File: src/rtl/sync_queue_param.sv
// rtl/sync_queue_param.sv - parametrised first-word-fall-through synchronous FIFO
// Optional peak-occupancy monitor (hwm port) built when SYNC_QUEUE_HWM_EN is defined.
module sync_queue_param #(
    parameter int WIDTH    = 64,
    parameter int DEPTH    = 32,
    parameter int AF_LEVEL = DEPTH - 4,
    parameter int AE_LEVEL = 2
) (
    input  logic                     clock,
    input  logic                     reset,
    input  logic                     flush,
    input  logic                     enq_valid,
    output logic                     enq_ready,
    input  logic [WIDTH-1:0]         enq_bits,
    input  logic                     deq_ready,
    output logic                     deq_valid,
    output logic [WIDTH-1:0]         deq_bits,
    output logic [$clog2(DEPTH):0]   count,
    output logic                     almost_full,
    output logic                     almost_empty,
`ifdef SYNC_QUEUE_HWM_EN
    output logic [$clog2(DEPTH):0]   hwm,
`endif
    output logic                     overflow
);
    localparam int AW = $clog2(DEPTH);
    localparam int CW = AW + 1;
    localparam logic [CW-1:0] AF_CNT = CW'(AF_LEVEL);
    localparam logic [CW-1:0] AE_CNT = CW'(AE_LEVEL);

    logic [WIDTH-1:0] mem [DEPTH];
    logic [WIDTH-1:0] head_q;
    logic [AW-1:0]    enq_ptr;
    logic [AW-1:0]    deq_ptr;
    logic [AW-1:0]    rd_addr;
    logic             maybe_full;
    logic             ptr_match;
    logic             empty;
    logic             full;
    logic             do_enq;
    logic             do_deq;
    logic             ovf_q;

    assign ptr_match = (enq_ptr == deq_ptr);
    assign empty     = ptr_match && !maybe_full;
    assign full      = ptr_match && maybe_full;
    assign enq_ready = !full;
    assign deq_valid = !empty;
    // Flush wins over traffic: nothing is written or popped in a flush cycle.
    assign do_enq    = enq_valid && enq_ready && !flush;
    assign do_deq    = deq_ready && deq_valid && !flush;

    // Prefetch the next head so deq_bits is valid the cycle after a pop.
    assign rd_addr   = do_deq ? deq_ptr + AW'(1) : deq_ptr;

    always_ff @(posedge clock) begin
        if (do_enq) begin
            mem[enq_ptr] <= enq_bits;
        end
    end

    // Bypass covers an enq landing on the slot that becomes the head.
    always_ff @(posedge clock) begin
        if (do_enq && (enq_ptr == rd_addr)) begin
            head_q <= enq_bits;
        end else begin
            head_q <= mem[rd_addr];
        end
    end

    always_ff @(posedge clock) begin
        if (reset || flush) begin
            enq_ptr    <= '0;
            deq_ptr    <= '0;
            maybe_full <= 1'b0;
            ovf_q      <= 1'b0;
        end else begin
            if (do_enq) begin
                enq_ptr <= enq_ptr + AW'(1);
            end
            if (do_deq) begin
                deq_ptr <= deq_ptr + AW'(1);
            end
            if (do_enq != do_deq) begin
                maybe_full <= do_enq;
            end
            if (enq_valid && !enq_ready) begin
                ovf_q <= 1'b1;
            end
        end
    end

    assign deq_bits     = head_q;
    assign count        = {full, enq_ptr - deq_ptr};
    assign almost_full  = (count >= AF_CNT);
    assign almost_empty = (count <= AE_CNT);
    assign overflow     = ovf_q;

`ifdef SYNC_QUEUE_HWM_EN
    // Survives flush so the peak spans frames.
    always_ff @(posedge clock) begin
        if (reset) begin
            hwm <= '0;
        end else if (count > hwm) begin
            hwm <= count;
        end
    end
`endif
endmodule

File: config.mk
export PLATFORM = sky130hd
export DESIGN_NAME = sync_queue_param
export DESIGN_NICKNAME = d
export VERILOG_FILES = /design/src/rtl/sync_queue_param.sv
export SDC_FILE = /design/constraint.sdc
export NUM_CORES = 2
export LEC_CHECK = 0
export CORE_ASPECT_RATIO = 0.9
export CORE_MARGIN = 8
export CORE_UTILIZATION = 55
export DETAILED_ROUTE_END_ITERATION = 6
export PLACE_DENSITY = 0.83
export SYNTH_ARGS = -nofsm -noshare
export SYNTH_HDL_FRONTEND = slang
export SYNTH_SLANG_ARGS = --single-unit
File: constraint.sdc
create_clock -name clock -period 6.3 [get_ports clock]
set_input_delay 0.63 -clock clock [delete_from_list [all_inputs] [get_ports clock]]
set_output_delay 0.63 -clock clock [all_outputs]
set_load 0.01 [all_outputs]
Word level (Yosys, flattened, before mapping)
Memories as Yosys holds them, arrays and structs flattened. A register that Yosys moved wholly into a read port is not among the register bits.
Index checks and enable logic that the tools add are counted.
Cells by class
  add/sub/neg operators: 3
  $lt $le $gt $ge: 2
  eq/ne operators: 2
  multiplexer cells: 3
  reduce and logical (&&, ||, !) cells: 12
Operator list (count)
  5-bit by 1-bit adder with 5-bit output, second input constant: 2
  1-bit logical AND: 7
  6-bit by 5-bit >= comparator with 1-bit output, second input constant: 1
  6-bit by 2-bit <= comparator with 1-bit output, second input constant: 1
  5-bit equality test: 1
  5-bit two-way mux: 1
  5-bit subtractor: 1
  1-bit zero test: 4
  1-bit two-way mux: 2
  1-bit logical OR: 1
  1-bit inequality test: 1
Word-level totals
  bits in registers: 12
  bits in writable memories: 2048
  input port bits: 69
  output and inout bits: 75
  logic and storage cells: 27
  memories kept: 1
Memories
  mem: depth 32, bits a word 64, read ports 1, clocked after memory_dff 1, write ports 1, line 31  | logic [WIDTH-1:0] mem [DEPTH];

Longest topological paths before layout
  depth after elaboration: 7
  mapped depth: 10

Least setup slack after synthesis
Ideal clock, no wire load.
  path type: register -> register
  start point: reg enq_ptr[0]
  end point: mem mem[23][0] (enable)
  setup time: 0.487 ns
  arrival time: 3.991 ns
  setup slack: 1.823 ns
  stages on the path, launching flop included: 7
  period minus slack after synthesis: 4.477 ns
  cells stage by stage: dfxtp_1 -> inv_1 -> ha_1 -> nand4_1 -> o311a_1 -> nand2_1 -> nor2_1
On the way
  cells in the longest elaborated chain, start to end: 7
Ends and longest elaborated chain
  start: declaration: line 33  | logic [AW-1:0] enq_ptr;
  start signal: assignment: line 79  | enq_ptr <= enq_ptr + AW'(1);
  5-bit equality test: line 44  | assign ptr_match = (enq_ptr == deq_ptr);
  1-bit logical AND: line 46  | assign full = ptr_match && maybe_full;
  1-bit zero test: line 47  | assign enq_ready = !full;
  1-bit logical AND (2 in a row): line 50  | assign do_enq = enq_valid && enq_ready && !flush;
  1-bit two-way mux: line 57  | if (do_enq) begin
  1-bit two-way mux (implied by the code): line 58  | mem[enq_ptr] <= enq_bits;
  end: declaration: line 31
Several ways; a longest one is shown, not always the timed one.

==> metrics.md <==
| Metric | Value |
|---|---|
| Vias in the first global route | 40,397 |
| Postcts setup bufs | 0 |
| Gr usage total | between 20 and 30% |
| EDFF count, synth | about 2,000 |
| Pre-antenna DRT Iters | 5 |
| Proportion of layout cells with a drive suffix above 1 | roughly a quarter |
| Core area | between 100,000 and 150,000 sq um |
| Clk sinks | 2,065 |
| # rows | between 100 and 150 |
| DP Wirelength | 95,900 um |
| GRT met3 Usage | between 5 and 6% |
| Final hold vios | 0 |
| Total negative slack | 0 ns |
| Pin count of the biggest net entering global routing | between 100 and 150 |
| Clk slew on worst S/H paths | approximately 0.06 ns |
| DP Worst Slack | 1.66 ns |
| Netlist Area Pre-Place | about 78,000 sq um |
| Met1 Resource Use GR | between 30% and 40% |
| WS Path Type | register to output port |
| Final nets | 3,554 |
| Top-level I/O count | between 100 and 150 |
| Root buffer cell | clkbuf_16 |
| Gpl congestion | around 0.75 |
| Overall power | about 28 mW |
| Initial core utilization | roughly 56% |
| Commonest non-fill, non-tap cell in the layout | edfxtp_1 |
| Final routed DRC violation total | 0 |
| ANT nets after route | 0 |
| Worst path arrival time | approximately 5 ns |
| Fin crit period | between 5 and 6 ns |
| Port bufs | around 140 |
| Max_slew headroom | between 10% and 20% |
| Synth async-reset ratio | 0% |
| Final setup margin | between 0.6 and 0.7 ns |
| CTS buffer count | approximately 190 |
| Area Overhead vs Synth | 13.3% |
| Met2 GRT Util | between 40% and 50% |
| Clock Latency Late Sink | slightly above 0.8 ns |
| First-pass GRT wire length | 291,000 um |
| Mapped Nets | around 3,300 |
| Startpoint Class | register |
| Critical Path RT | 5.67 ns |
| Max VDD drop | 0.000294 V |
| # Max-Cap Violations | 0 |
| Vias | around 39,000 |
| Die area | about 150,000 sq um |
| Die Y | between 300 and 400 um |
| RSZ-0062 raised after global routing | false |
| Ys flop type | edfxtp_1 |
| H-tree depth | 4 |
| Post-CTS Resized | 0 |
| Hold-fix buffers, CTS | 0 |
| FMAX | 178 MHz |
| Worst Hold Class | register to register |
| WL/cell | 37.7 um |
| Gr busiest metal | met2 |
| Most frequent cells in the layout | 2,048 x edfxtp_1, 496 x mux4_2, 216 x o22ai_1 |
| Crit. End Element | output port |
| Period utilisation layout | about nine tenths |
| Critical path fanouts, max | 39 |
| Final setup viols | 0 |
| Pleak | around 26 nW |
| Synth Warn # | 0 |
| Die Span X | roughly 410 um |
| Syn avg cell area | ~24 sq um |
| Clock buffer depth | 3 |
| Yosys reg bits | ~2,100 |
| Max Slew Vio Count | 0 |
| Netlist cell types | ~50 |
| Status | completed |
| Congestion Overflow GR | 0 |
| Initial antenna violation count | 10 |
| Sequential share of the synthesized area | between 70 and 80% |
| Post-synthesis cell count | between 3,000 and 4,000 |
| Iter 0 DRT Violations | around 6,000 |
| Power Dens Cells | 313 nW/um^2 |
| Routed Wire Length | 207,000 um |
| TritonCTS clock tree | built |
| Worst slew pin tran | approximately 1.3 ns |
| Vias per Instance | roughly 7 |
| Final Skew | 0.0335 ns |
==> worst paths after layout <==
path	start	end	slack, ns	cells after the start
setup / recovery	register	deq_bits[44]	0.67	5
hold / removal	overflow	overflow	0.52	2
setup reg to reg	enq_ptr[2]	mem[3][61]	2.37	6
hold reg to reg	overflow	overflow	0.52	2
==> power by group <==
part	internal, mW	switching, mW
sequential	15.1	0.0221
clock	6.31	5.20
combinational	0.366	0.481
total	21.8	5.71
==> synthesized netlist by cell type, types with 6 or more instances <==
library cell	n	share of area [%]
or3_1	7	0.056
nor2_1	43	0.21
nor2b_1	23	0.19
ha_1	9	0.15
nor4_1	52	0.42
mux2i_1	8	0.10
edfxtp_1	2048	79
buf_1	8	0.039
inv_1	11	0.053
a21oi_1	9	0.058
buf_4	20	0.19
mux2_2	17	0.25
nand2_1	13	0.063
a211oi_1	16	0.15
dfxtp_1	17	0.44
nor3_1	8	0.052
mux4_2	496	14
clkbuf_1	37	0.18
buf_2	98	0.63
mux4_1	20	0.68
o22ai_1	216	1.7
buf_6	6	0.087
==> kinds of logic after synthesis <==
logic type      synth area share [%]
compound gates                  2.10
buf+inv                         1.27
mux                             15.4
xor+xnor                       0.113
flops                           79.7
fa+ha+maj                      0.171
simple gates                    1.17
==> registers in the layout (all words and copies together), names as in the netlist, named ones only <==
| signal | cells |
|---|---|
| enq_ptr | 5 |
| deq_ptr | 5 |
| overflow | 1 |
| maybe_full | 1 |
| mem | 2048 |
==> worst max-delay path, stage by stage, from the launching register on <==
cell and delay [ns]:
dfxtp_1 0.90, nor2b_1 0.41, nand2_4 0.80, o22ai_1 0.16, nor4_1 1.13, clkdlybuf4s50_1 0.74
==> metal layers <==
metal	vias up	share of wire (%)
met1	20114	33
met3	717	12
met5	-	0.0053
li1	14554	-
met2	3379	50
met4	2	5.5
==> metrics by stage <==
stage / util (%) / hold slack, ns / std cells / cell area (sq um)
finish: 62.9 / 0.516 / 5492 / 87900
global route: 62.9 / 0.571 / 5483 / 87900
CTS: 62.9 / 0.482 / 5481 / 87900
detailed placement: 58.5 / 0.503 / 5134 / 81700
global placement: 58.5 / 0.502 / 5134 / 81700
floorplan: - / 0.460 / 3233 / 77600
==> cell type report <==
type,instances,area [sq um]
timing repair buffer,227,2520
clock buffer,219,4820
sequential,2065,61900
inverter,11,41.3
fill,8483,51800
multi-input combinational,983,15000
antenna,11,27.5
tap,1848,2310
clock inverter,128,1300
No activity file was read; power rests on OpenSTA's default activity.
